--- config.mk ---
export PLATFORM = sky130hd
export DESIGN_NAME = axil_mst
export DESIGN_NICKNAME = d
export VERILOG_FILES = /design/src/rtl/axil_pkg.sv /design/src/rtl/axil_mst.sv
export SDC_FILE = /design/constraint.sdc
export NUM_CORES = 1
export LEC_CHECK = 0
export CORE_ASPECT_RATIO = 0.5
export CORE_UTILIZATION = 44
export CTS_BUF_LIST = sky130_fd_sc_hd__clkbuf_2 sky130_fd_sc_hd__clkbuf_4 sky130_fd_sc_hd__clkbuf_8
export DETAILED_ROUTE_END_ITERATION = 16
export PLACE_DENSITY = 0.94
export RECOVER_POWER = 100
export SKIP_LAST_GASP = 1
export SLEW_MARGIN = 5
export SYNTH_ARGS = -nofsm -noshare
export SYNTH_HDL_FRONTEND = slang
export SYNTH_SLANG_ARGS = --single-unit
--- constraint.sdc ---
create_clock -name clk -period 7 [get_ports clk]
set_input_delay 1.05 -clock clk [delete_from_list [all_inputs] [get_ports clk]]
set_output_delay 1.05 -clock clk [all_outputs]
set_load 0.01 [all_outputs]
--- src/rtl/axil_pkg.sv ---
// Shared types for the AXI-Lite master: FSM state encoding and AXI response codes.
package axil_pkg;

  typedef enum logic [2:0] {
    IDLE,
    WR_ADDR,
    WR_RESP,
    RD_ADDR,
    RD_DATA,
    RSP
  } axil_mst_st_t;

  localparam logic [1:0] OKAY   = 2'b00;
  localparam logic [1:0] EXOKAY = 2'b01;
  localparam logic [1:0] SLVERR = 2'b10;
  localparam logic [1:0] DECERR = 2'b11;

  // SLVERR and DECERR both carry resp[1]; the core only sees a single error bit.
  function automatic logic resp_is_err(input logic [1:0] resp);
    logic err;
    err = 1'b0;
    case (resp)
      OKAY, EXOKAY:   err = 1'b0;
      SLVERR, DECERR: err = 1'b1;
      default:        err = 1'b0;
    endcase
    return err;
  endfunction

endpackage

--- src/rtl/axil_mst.sv ---
// Single-outstanding AXI-Lite master: turns a core req/rsp port into AW/W/B and AR/R
// transactions. Every handshake output is a register, so nothing is combinational from AXI.
module axil_mst
  import axil_pkg::*;
#(
  parameter int DATA_WIDTH = 32,
  parameter int ADDR_WIDTH = 32,
  parameter int STRB_WIDTH = DATA_WIDTH / 8
) (
  input  logic                  clk,
  input  logic                  rst,

  input  logic                  req_val,
  output logic                  req_rdy,
  input  logic                  req_we,
  input  logic [ADDR_WIDTH-1:0] req_addr,
  input  logic [DATA_WIDTH-1:0] req_wdat,
  input  logic [STRB_WIDTH-1:0] req_wstrb,

  output logic                  rsp_val,
  input  logic                  rsp_rdy,
  output logic [DATA_WIDTH-1:0] rsp_dat,
  output logic                  rsp_err,

  output logic [ADDR_WIDTH-1:0] axi_awaddr,
  output logic                  axi_awvalid,
  input  logic                  axi_awready,

  output logic [DATA_WIDTH-1:0] axi_wdata,
  output logic [STRB_WIDTH-1:0] axi_wstrb,
  output logic                  axi_wvalid,
  input  logic                  axi_wready,

  input  logic [1:0]            axi_bresp,
  input  logic                  axi_bvalid,
  output logic                  axi_bready,

  output logic [ADDR_WIDTH-1:0] axi_araddr,
  output logic                  axi_arvalid,
  input  logic                  axi_arready,

  input  logic [DATA_WIDTH-1:0] axi_rdata,
  input  logic [1:0]            axi_rresp,
  input  logic                  axi_rvalid,
  output logic                  axi_rready
);

  axil_mst_st_t          state_q,   state_d;
  logic [ADDR_WIDTH-1:0] addr_q,    addr_d;
  logic [DATA_WIDTH-1:0] wdat_q,    wdat_d;
  logic [STRB_WIDTH-1:0] wstrb_q,   wstrb_d;
  logic                  req_rdy_q, req_rdy_d;
  logic                  awvalid_q, awvalid_d;
  logic                  wvalid_q,  wvalid_d;
  logic                  aw_done_q, aw_done_d;
  logic                  w_done_q,  w_done_d;
  logic                  bready_q,  bready_d;
  logic                  arvalid_q, arvalid_d;
  logic                  rready_q,  rready_d;
  logic                  rsp_val_q, rsp_val_d;
  logic [DATA_WIDTH-1:0] rsp_dat_q, rsp_dat_d;
  logic                  rsp_err_q, rsp_err_d;

  always_comb begin
    // NOTE: every variable gets its hold value first so no path through the case infers a latch.
    state_d   = state_q;
    addr_d    = addr_q;
    wdat_d    = wdat_q;
    wstrb_d   = wstrb_q;
    awvalid_d = awvalid_q;
    wvalid_d  = wvalid_q;
    aw_done_d = aw_done_q;
    w_done_d  = w_done_q;
    bready_d  = bready_q;
    arvalid_d = arvalid_q;
    rready_d  = rready_q;
    rsp_val_d = rsp_val_q;
    rsp_dat_d = rsp_dat_q;
    rsp_err_d = rsp_err_q;

    case (state_q)
      IDLE: begin
        if (req_val && req_rdy_q) begin
          addr_d  = req_addr;
          wdat_d  = req_wdat;
          wstrb_d = req_wstrb;
          if (req_we) begin
            state_d   = WR_ADDR;
            awvalid_d = 1'b1;
            wvalid_d  = 1'b1;
            aw_done_d = 1'b0;
            w_done_d  = 1'b0;
          end else begin
            state_d   = RD_ADDR;
            arvalid_d = 1'b1;
          end
        end
      end

      // AW and W complete independently; B is only opened once both are done.
      WR_ADDR: begin
        if (awvalid_q && axi_awready) begin
          awvalid_d = 1'b0;
          aw_done_d = 1'b1;
        end
        if (wvalid_q && axi_wready) begin
          wvalid_d = 1'b0;
          w_done_d = 1'b1;
        end
        if (aw_done_d && w_done_d) begin
          state_d  = WR_RESP;
          bready_d = 1'b1;
        end
      end

      WR_RESP: begin
        if (axi_bvalid && bready_q) begin
          bready_d  = 1'b0;
          rsp_dat_d = '0;
          rsp_err_d = resp_is_err(axi_bresp);
          rsp_val_d = 1'b1;
          state_d   = RSP;
        end
      end

      RD_ADDR: begin
        if (arvalid_q && axi_arready) begin
          arvalid_d = 1'b0;
          rready_d  = 1'b1;
          state_d   = RD_DATA;
        end
      end

      RD_DATA: begin
        if (axi_rvalid && rready_q) begin
          rready_d  = 1'b0;
          rsp_dat_d = axi_rdata;
          rsp_err_d = resp_is_err(axi_rresp);
          rsp_val_d = 1'b1;
          state_d   = RSP;
        end
      end

      RSP: begin
        if (rsp_rdy) begin
          rsp_val_d = 1'b0;
          state_d   = IDLE;
        end
      end

      default: state_d = IDLE;
    endcase

    // Registered decode of the next state: low in reset, high from the first edge after it.
    req_rdy_d = (state_d == IDLE);
  end

  // NOTE: the datapath registers are reset too, because every AXI address/data output must read 0 in reset.
  always_ff @(posedge clk or posedge rst) begin
    if (rst) begin
      state_q   <= IDLE;
      addr_q    <= '0;
      wdat_q    <= '0;
      wstrb_q   <= '0;
      req_rdy_q <= 1'b0;
      awvalid_q <= 1'b0;
      wvalid_q  <= 1'b0;
      aw_done_q <= 1'b0;
      w_done_q  <= 1'b0;
      bready_q  <= 1'b0;
      arvalid_q <= 1'b0;
      rready_q  <= 1'b0;
      rsp_val_q <= 1'b0;
      rsp_dat_q <= '0;
      rsp_err_q <= 1'b0;
    end else begin
      // NOTE: non-blocking assignments so every register samples the same pre-edge values.
      state_q   <= state_d;
      addr_q    <= addr_d;
      wdat_q    <= wdat_d;
      wstrb_q   <= wstrb_d;
      req_rdy_q <= req_rdy_d;
      awvalid_q <= awvalid_d;
      wvalid_q  <= wvalid_d;
      aw_done_q <= aw_done_d;
      w_done_q  <= w_done_d;
      bready_q  <= bready_d;
      arvalid_q <= arvalid_d;
      rready_q  <= rready_d;
      rsp_val_q <= rsp_val_d;
      rsp_dat_q <= rsp_dat_d;
      rsp_err_q <= rsp_err_d;
    end
  end

  assign req_rdy     = req_rdy_q;
  assign rsp_val     = rsp_val_q;
  assign rsp_dat     = rsp_dat_q;
  assign rsp_err     = rsp_err_q;
  assign axi_awaddr  = addr_q;
  assign axi_awvalid = awvalid_q;
  assign axi_wdata   = wdat_q;
  assign axi_wstrb   = wstrb_q;
  assign axi_wvalid  = wvalid_q;
  assign axi_bready  = bready_q;
  assign axi_araddr  = addr_q;
  assign axi_arvalid = arvalid_q;
  assign axi_rready  = rready_q;

endmodule

[Yosys cells after proc, flatten, opt, wreduce, memory -nomap -nowiden]
Cells that the tools add are included.
Cells by class
  div/mod/pow operators: 0
  eq/ne operators: 21
  mux-type cells: 44
  multipliers: 0
  shift-type cells: 0
  $add $sub $neg: 0
  magnitude comparators: 0
  reduce and logical (&&, ||, !) cells: 30
  bitwise operators: 0
Operator list (number)
  $mux W32: 2
  $pmux W32 S2: 1
  $mux W1: 22
  $ne A2 B2 Y1 const B: 10
  $pmux W1 S2: 10
  $mux W3: 6
  $pmux W3 S6: 1
  $reduce_and A4 Y1: 4
  $reduce_and A3 Y1: 4
  $reduce_bool A2 Y1: 5
  $eq A2 B2 Y1 const B: 4
  $reduce_or A2 Y1: 4
  $logic_and A1 B1 Y1: 7
  $eq A3 B2 Y1 const B: 2
  $eq A3 B3 Y1 const B: 2
  $logic_not A3 Y1: 2
  $eq A2 B1 Y1 const B: 2
  $logic_not A2 Y1: 2
  $eq A3 B1 Y1 const B: 1
  $pmux W1 S3: 1
  $reduce_bool A3 Y1: 1
  $mux W2: 1
  $reduce_and A2 Y1: 1
Storage, ports and cells
  bits in read-only memories: 0
  flip-flop bits (word level): 113
  word-level logic and storage cells: 110
  memories: 0
  RAM bits: 0
  bits in latches: 0

[Longest topological paths before layout]
Gate-level depths: netlist of the first run.
  depth in word-level cells: 7
  mapped depth: 7
  mapped depth without buffers: 4

[Worst setup path after synthesis of the first run]
OpenSTA, ideal clock, no wires.
  path kind: input port to flip-flop
  start: input req_val
  end: register wdat_q[11], in the netlist axi_wdata[11]
  stages: 6
  arrival time: 2.112 ns
  data required time: 6.875 ns
  setup slack: 4.763 ns
  buffers on the path: 3
  cells stage by stage: nand3b_4 or3_1 buf_2 buf_6 buf_6 mux2_4
On the way
  word-level cells in the longest chain between the ends: 2
Ends and longest elaborated chain
  start, declared: line axil_mst.sv:13  | input logic req_val,
  $logic_and A1 B1 Y1: line axil_mst.sv:83  | if (req_val && req_rdy_q) begin
  $reduce_and A2 Y1 (no line)
  end signal, assigned: line axil_mst.sv:180  | wdat_q <= wdat_d;
  end, declared: line axil_mst.sv:50  | logic [DATA_WIDTH-1:0] wdat_q, wdat_d;
Every way passes these cells.
A chain may end at the register's enable or synchronous reset.

==> results of run 1 <==
layout make-up:
| type | instances | area (um^2) | share of cell area |
|---|---|---|---|
| clock buffers | 25 | 332 | 0.0442 |
| clock inverters | 5 | 75.1 | 0.0100 |
| inverters | 6 | 23.8 | 0.00317 |
| multi-input cells | 217 | 1530 | 0.204 |
| flip-flops and latches | 113 | 2830 | 0.377 |
| well taps | 140 | 175 | 0.0234 |
| repair buffers | 255 | 2540 | 0.338 |
worst register-to-register path, cell delays in order, from the launching register on:
cell      delay [ns]
dfrtp_1         0.49
nor3b_4         0.20
buf_4           0.26
a32oi_4         0.29
clkbuf_1        1.66
o21ai_0         0.39
layout by cell type (no fill, tap or decap), drive strengths merged, types with 2 or more instances in the layout:
cell type and count:
dlygate4sd3 146, dfrtp 113, clkdlybuf4s50 105, nand2 72
mux2 68, o21ai 38, clkbuf 27, inv 5
a21oi 5, a21o 4, nor2 3, clkinv 3
nand2b 2, nor3 2, bufinv 2, buf 2
nand3b 2, or3 2, nor3b 2
metal layers:
metal	GRT usage	wire, um	up-vias
met5	0	0	-
met4	0.105	266	0
met1	0.240	4770	1813
met2	0.447	7340	92
li1	-	-	1729
met3	0.0485	428	25
cell families (layout without fill, tap and decap cells):
kind of cell | Yosys count | after routing | synth area share
buffers and inverters | 59 | 291 | 0.0795
DFF | 113 | 113 | 0.595
muxes | 69 | 69 | 0.171
AOI/OAI and AO/OA | 54 | 54 | 0.0635
and+or+nand+nor | 94 | 94 | 0.0906
path summary, 6_finish.rpt:
path,end,slack [ns],cells after the start,startpoint
min,rsp_dat[3]$_DFFE_PP0P_,0.47,2,rsp_dat[3]$_DFFE_PP0P_
min reg2reg,rsp_dat[3]$_DFFE_PP0P_,0.47,2,rsp_dat[3]$_DFFE_PP0P_
max reg2reg,rsp_dat[21]$_DFFE_PP0P_,3.48,5,state_q[2]$_DFF_PP0_
max,axi_awvalid$_DFFE_PP0P_,3.03,3,rst
min in group asynchronous,axi_wdata[11]$_DFFE_PP0P_,1.60,2,rst
max in group clk,rsp_dat[21]$_DFFE_PP0P_,3.09,5,axi_bvalid
power breakdown:
group	leakage, nW	switching (mW)	total (mW)	internal [mW]
Combinational	2.11	0.0233	0.0776	0.0543
Sequential	1.56	0	0.653	0.653
Clock	0.215	0.254	0.631	0.376
Total	3.88	0.278	1.36	1.08
registers in the layout, indices dropped and copies added, names as in the netlist, 3 cells and up:
register	cells
axi_araddr	32
axi_wstrb	4
rsp_dat	32
state_q	3
axi_wdata	32
==> metrics.cfg, run 1 <==
[timing]
tightest_slew_ns = 2.29
period_needed_ns = 3.97
max_freq_mhz = 252
hold_violations = 0
rsz0062_at_grt = no
whs_ns = 0.472
drv_slew = 183
relSlewSlack = -0.526
finalCritPeriodShare = 0.566
fin_skew_ns = 0.00729
tns_ns = 0
setup_viol = 0
setup_slack_ns = 3.03

[final_layout]
final_cells = 761
final_area_um2 = 7490
final_util = 0.724
layout.nets = 724
layout-drive-gt1-share = 0.158
n_antenna_cell = 0
nFillCells = 747
area_delta_synth_final_pct = 57.8

[status]
status = complete, but fails checks
violations = capacitance limit, slew limit

[synthesis]
synth_warnings = 0
syn_inst = 389
avgSynthCellArea_um2 = 12.2
synth.most_common_cell = dfrtp_1
synth-edff-count = 0
yosys.area.top_type_share = 0.595
yosysUniqueCellTypes = 37
ys.flop_type = dfrtp_1
netlist_area_um2 = 4750
synth_nets = 503
synth_seq_cells = 113
yosys-top-cells-area = dfrtp_1 (60%), mux2_2 (14%), nand2_1 (5.7%)
yosysSeqAreaShare = 0.595
synth_common_cells = dfrtp_1 (113), nand2_1 (72), mux2_2 (58), o21ai_0 (38), buf_4 (32)
async_flop_share = 1.00
yosysTopAreaCell = dfrtp_1

[detailed_routing]
wl_per_cell_um = 16.8
finalWirelength_um = 12800
detail_route.drc_violations = 0
drtIter0Drc = 130
vias = 3659
viasPerCell = 4.81
dr.pass1.iters = 4
antenna_left = 0

[global_routing]
antenna_found_initial = 0
grt_pass1_vias = 3644
grtUsageTotal = 0.227
grt_pass1_wl_um = 18900
grt_max_degree = 70
gr-total-overflow = 0

[floorplanning]
ios = 254
die_y_um = 75.5
fp-row-count = 26
start_util = 0.459
die_w_um = 149
dieArea_um2 = 11200
core-area_um2 = 10300

[clock_network]
cts.reportedPaths.clkPinSlew_ns = 0.06
cts_tree = done
h-tree-depth = 4
cts_root_buffer = clkbuf_8
cts_buffers = 17
post_cts_buffers = 0
cts.sinks = 113
clockBufferDepth = 2
insertion_delay_ns = 0.42
cts.repair.resized = 0
hold_buffers = 0

[hold_path]
hold_class = reg2reg

[place]
postPlaceCellArea_um2 = 7140
dp_hpwl_um = 9380
port_buffers = 251
dp_slack_ns = 3.88
gp_congestion = 0.805
dp_cells = 731

[worst_setup_path]
cp.arrival_ns = 4.18
crit_path_top_delay_cell = clkbuf_2
cp_num_buf_inv = 3
cpPeakStageDelay_ns = 1.40
cp_cell_sequence = dlygate4sd3_1 -> clkinvlp_2 -> clkbuf_2
cp-start-kind = primary input
path_max_fanout = 69
required_ns = 7.22
critPathCaptureType = async pin
crit_family = buffers and inverters
path_class = in2async

[power]
power.density_nw_per_um2 = 182
power_mw = 1.36
leakagePower_nw = 3.88
ir_drop_v = 0.000156

[job]
drv_cap = 3

Note: power is estimated with default switching activity, not from simulation.
==> inputs of run 2 (changes only) <==
- CORE_UTILIZATION: 44 -> 40
- PLACE_DENSITY: 0.94 -> 0.87
- clock period: 7 -> 4.05 ns (I/O delays scaled with it)
==> metrics.cfg, run 2 (synthesis gave the netlist of run 1 again) <==
[detailed_routing]
finalWirelength_um = 13000  ; +1.6%
dr.pass1.iters = 6  ; +2
vias = 3715  ; +1.5%
dr_wl_met2_um = 7260  ; -1.2%
drtIter0Drc = 147  ; +13%
highest-signal-layer = met4
dr_wl_met3_um = 456  ; +6.5%
wl_per_cell_um = 16.7  ; -1.0%
wl_met1_um = 4930  ; +3.2%
antenna_left = 0  ; unchanged
detail_route.drc_violations = 0  ; unchanged
viasPerCell = 4.76  ; -1.1%

[worst_setup_path]
critPathCaptureType = flip-flop
path_class = reg2reg
path_max_fanout = 66  ; -4.3%
r2r_start = state_q[2]$_DFF_PP0_
required_ns = 4.30  ; -2.92 ns
cp-start-kind = flip-flop
startpoint = state_q[2]$_DFF_PP0_
cp.arrival_ns = 3.20  ; -0.98 ns

[floorplanning]
ios = 254  ; unchanged
dieArea_um2 = 12300  ; +9.8%
core-area_um2 = 11300  ; +9.1%
die_w_um = 156  ; +4.8%
fp-row-count = 27  ; +3.8%
start_util = 0.421  ; -0.0382
die_y_um = 79.1  ; +4.7%

[clock_network]
cts_root_buffer = clkbuf_8
cts_buffers = 17  ; unchanged
cts.sinks = 113  ; unchanged
post_cts_buffers = 0  ; unchanged
clockBufferDepth = 2  ; unchanged
h-tree-depth = 4  ; unchanged
cts_tree = done
cts.reportedPaths.clkPinSlew_ns = 0.06  ; about the same
insertion_delay_ns = 0.41  ; about the same
hold_buffers = 0  ; unchanged
cts.repair.resized = 0  ; unchanged

[status]
violations = capacitance limit, slew limit
status = complete, but fails checks

[final_layout]
final_util = 0.660  ; -0.0642
n_antenna_cell = 0  ; unchanged
layout-drive-gt1-share = 0.159  ; +0.00135
nFillCells = 871  ; +17%
layout.nets = 725  ; +0.14%
final_area_um2 = 7450  ; -0.60%
seqCellArea_um2 = 2830  ; unchanged
final_common_cell = dlygate4sd3_1
most-common-layout-cells = dlygate4sd3_1 (142), dfrtp_1 (113), clkdlybuf4s50_1 (109), nand2_1 (72), mux2_2 (58)
multi_input_area_um2 = 1520  ; -0.49%
area_delta_synth_final_pct = 56.8

[place]
postPlaceCellArea_um2 = 7170  ; +0.44%
port_buffers = 251  ; unchanged
dp_hpwl_um = 9690  ; +3.3%
gp_congestion = 0.801  ; -0.47%

[power]
p_sw_frac = 0.213  ; +0.00889
leakagePower_nw = 3.85  ; -0.95%
pwr-share-seq = 0.519  ; +0.039
clockPowerShare = 0.419  ; -0.044
ir_drop_v = 0.000169  ; +8.2%
internal-power_mw = 1.71  ; +58%
power.density_nw_per_um2 = 292  ; +61%
p_comb_frac = 0.062  ; +0.005
switchingPower_uw = 463  ; +67%

[timing]
relSlewSlack = -0.147  ; +0.379
rsz0062_at_grt = no
max_freq_mhz = 338
finalCritPeriodShare = 0.730
whs_ns = 0.472  ; -0.000165 ns
fin_skew_ns = 0.0112  ; +0.00392 ns
tightest_slew_ns = 1.72  ; -0.569 ns
setup_viol = 0  ; unchanged
tns_ns = 0  ; unchanged
period_needed_ns = 2.95
drv_slew = 185  ; +1.1%
hold_violations = 0  ; unchanged

[hold_path]
hp-start = rsp_dat[18]$_DFFE_PP0P_
hold_class = reg2reg

[global_routing]
grtUsageTotal = 0.213  ; -0.0137
antenna_found_initial = 0  ; unchanged
grt_pass1_wl_um = 19900  ; +4.9%
gr-total-overflow = 0  ; unchanged
grt_max_degree = 80  ; +14%
grt_pass1_vias = 3861  ; +6.0%

[job]
drv_cap = 3  ; unchanged

[run 2: per-stage QoR]
step | power, mW | cells | setup slack [ns]
3_5_place_dp | 1.29 | 751 | 1.38
4_1_cts | 2.20 | 781 | 1.81
5_1_grt | 2.26 | 781 | 0.881
3_3_place_gp | 1.28 | 751 | 1.39
2_1_floorplan | 1.17 | 389 | 0.455
6_report | 2.17 | 781 | 1.10
[run 2: path summary, 6_finish.rpt]
path                                             end  slack, ns  cells past startpoint
hold / removal               rsp_dat[18]$_DFFE_PP0P_       0.47                      2
hold reg to reg              rsp_dat[18]$_DFFE_PP0P_       0.47                      2
min in group asynchronous  axi_araddr[7]$_DFFE_PP0P_       1.15                      2
setup / recovery             rsp_dat[24]$_DFFE_PP0P_       1.10                      6
setup reg to reg             rsp_dat[24]$_DFFE_PP0P_       1.10                      6
max in group asynchronous     rsp_dat[9]$_DFFE_PP0P_       1.81                      3
[run 2: power by group through the flow]
stage	logic [mW]	registers, mW	clock network (mW)
after floorplan	0.0196	1.15	0
after global placement	0.135	1.15	0
after detailed placement	0.138	1.15	0
after CTS	0.139	1.13	0.932
after global routing	0.147	1.13	0.987
final	0.135	1.13	0.910
[run 2: per-layer routing]
metal	vias up	GRT usage
met3	31	0.0535
met1	1850	0.227
met5	-	0
met4	0	0.100
li1	1737	-
met2	97	0.400
[run 2: critical path, cell delays in order, from the launching register on]
cell      delay, ns
dfrtp_1        0.53
nor3b_1        0.26
clkbuf_1       1.15
a32oi_4        0.22
buf_4          0.36
nand2_1        0.14
o21ai_0        0.11
[run 2: layout make-up]
class,count,area share
Clock inverter,7,0.00470
Tap cell,159,0.0267
Multi-Input combinational cell,217,0.204
Inverter,6,0.00302
Clock buffer,23,0.0408
Timing Repair Buffer,256,0.341
Sequential cell,113,0.380
==> inputs of run 3 (changes only) <==
- CORE_UTILIZATION: 40 -> 37
- PLACE_DENSITY: 0.87 -> 0.85
- clock period: 4.05 -> 2.5 ns (I/O delays scaled with it)
==> metrics.cfg, run 3 (synthesis gave the netlist of run 1 again) <==
[timing]
tns_ns = 0  ; unchanged
setup_viol = 0  ; unchanged
max_freq_mhz = 495  ; +46%
rsz0062_at_grt = no
relSlewSlack = 0.402  ; +0.549
fin_skew_ns = 0.0140  ; +0.00275 ns
hold_violations = 0  ; unchanged
whs_ns = 0.477  ; +0.00469 ns
finalCritPeriodShare = 0.809  ; +0.0791
tightest_slew_ns = 0.897  ; -0.824 ns
drv_slew = 0  ; -100%
period_needed_ns = 2.02  ; -0.933 ns

[clock_network]
cts.reportedPaths.clkPinSlew_ns = 0.08  ; +0.02 ns
insertion_delay_ns = 0.41  ; about the same
cts_root_buffer = clkbuf_8
cts_tree = done
cts.sinks = 113  ; unchanged
hold_buffers = 0  ; unchanged
post_cts_buffers = 0  ; unchanged
cts.repair.resized = 0  ; unchanged
cts_buffers = 17  ; unchanged
h-tree-depth = 4  ; unchanged
clockBufferDepth = 2  ; unchanged

[power]
switchingPower_uw = 830  ; +80%
clockPowerShare = 0.484  ; +0.065
pwr-share-seq = 0.460  ; -0.059
p_comb_frac = 0.055  ; -0.007
leakagePower_nw = 3.89  ; +1.2%
internal-power_mw = 3.14  ; +83%
power.density_nw_per_um2 = 522  ; +79%
ir_drop_v = 0.000398  ; +140%
p_sw_frac = 0.209  ; -0.00362
power_mw = 3.97  ; +83%

[final_layout]
final_util = 0.626  ; -0.0345
layout-drive-gt1-share = 0.162  ; +0.00269
most-common-layout-cells = dlygate4sd3_1 (141), dfrtp_1 (113), clkdlybuf4s50_1 (110), nand2_1 (72), mux2_2 (58)
final_common_cell = dlygate4sd3_1
area_delta_synth_final_pct = 60.1
layout.nets = 725  ; unchanged
final_area_um2 = 7610  ; +2.1%
nFillCells = 961  ; +10%
n_antenna_cell = 0  ; unchanged

[detailed_routing]
vias = 3656  ; -1.6%
dr.pass1.iters = 5  ; -1
viasPerCell = 4.63  ; -2.6%
finalWirelength_um = 12500  ; -3.8%
drtIter0Drc = 190  ; +29%
antenna_left = 0  ; unchanged
detail_route.drc_violations = 0  ; unchanged
wl_per_cell_um = 15.9  ; -4.8%

[place]
gp_congestion = 0.811  ; +1.2%
port_buffers = 251  ; unchanged
postPlaceCellArea_um2 = 7220  ; +0.65%
dp_hpwl_um = 9480  ; -2.2%

[global_routing]
gr-total-overflow = 0  ; unchanged
grt_pass1_wl_um = 18500  ; -6.9%
antenna_found_initial = 0  ; unchanged
grt_max_degree = 77  ; -3.8%
grtUsageTotal = 0.184  ; -0.0293
grt_pass1_vias = 3505  ; -9.2%

[floorplanning]
core-area_um2 = 12200  ; +7.7%
die_y_um = 82.1  ; +3.9%
fp-row-count = 28  ; +3.7%
dieArea_um2 = 13300  ; +8.0%
ios = 254  ; unchanged
die_w_um = 162  ; +3.9%
start_util = 0.391  ; -0.0302

[worst_setup_path]
cp.arrival_ns = 2.30  ; -0.90 ns
r2r_end = axi_wdata[14]$_DFFE_PP0P_
cp-start-kind = flip-flop
r2r_cells = 4  ; -2
path_max_fanout = 68  ; +3.0%
path_class = reg2reg
critPathCaptureType = flip-flop
r2r_setup_slack_ns = 0.48  ; -0.62 ns
r2r_start = state_q[0]$_DFF_PP0_
required_ns = 2.78  ; -1.52 ns

[hold_path]
hold_class = reg2reg
hold_depth = 2  ; unchanged
hp-start = rsp_dat[15]$_DFFE_PP0P_
hold_end = rsp_dat[15]$_DFFE_PP0P_

[status]
status = completed

[job]
drv_cap = 0  ; -3

## run 3: worst max-delay path by stage
stage / from / end / slack, ns / cells after the start
floorplan: rst / aw_done_q$_DFFE_PP0P_ / 0.75 / 1
global placement: req_val / axi_wdata[14]$_DFFE_PP0P_ / 0.33 / 5
detailed placement: req_val / axi_wdata[14]$_DFFE_PP0P_ / 0.31 / 5
CTS: state_q[0]$_DFF_PP0_ / axi_wdata[13]$_DFFE_PP0P_ / 0.62 / 4
global route: state_q[0]$_DFF_PP0_ / axi_wdata[19]$_DFFE_PP0P_ / 0.38 / 4
finish: state_q[0]$_DFF_PP0_ / axi_wdata[14]$_DFFE_PP0P_ / 0.48 / 4
## run 3: power groups by stage
stage               clock network [mW]  registers, mW  logic [mW]
floorplan                            0           1.86      0.0322
global placement                     0           1.86       0.221
detailed placement                   0           1.86       0.225
CTS                               1.97           1.83       0.226
global route                      2.06           1.83       0.238
finish                            1.92           1.83       0.220
## run 3: final cells by class
class	count	area, um^2	share of cell area
multi-input cells	217	1520	0.200
clock buffers	20	269	0.0354
clock inverters	12	183	0.0240
inverters	6	23.8	0.00312
repair buffers	256	2580	0.339
well taps	165	206	0.0271
flip-flops and latches	113	2830	0.372
## run 3: critical path, cell delays in order (launching register included)
cell and delay (ns):
dfrtp_1 0.50, nand3b_1 0.24, or3_2 0.45, buf_6 0.29, mux2_1 0.39
## run 3: routing by layer
layer	vias to the layer above	wire (um)	GRT usage	share of wire
met5	-	0	0	0
li1	1737	-	-	-
met2	69	6950	0.332	0.56
met4	0	234	0.0708	0.019
met3	19	333	0.0390	0.027
met1	1831	4990	0.219	0.40
## run 3: metrics by stage
stage / std cells / setup WS, ns
4_1_cts: 789 / 0.619
5_1_grt: 789 / 0.379
3_3_place_gp: 757 / 0.332
3_5_place_dp: 757 / 0.314
2_1_floorplan: 389 / 0.753
6_report: 789 / 0.478
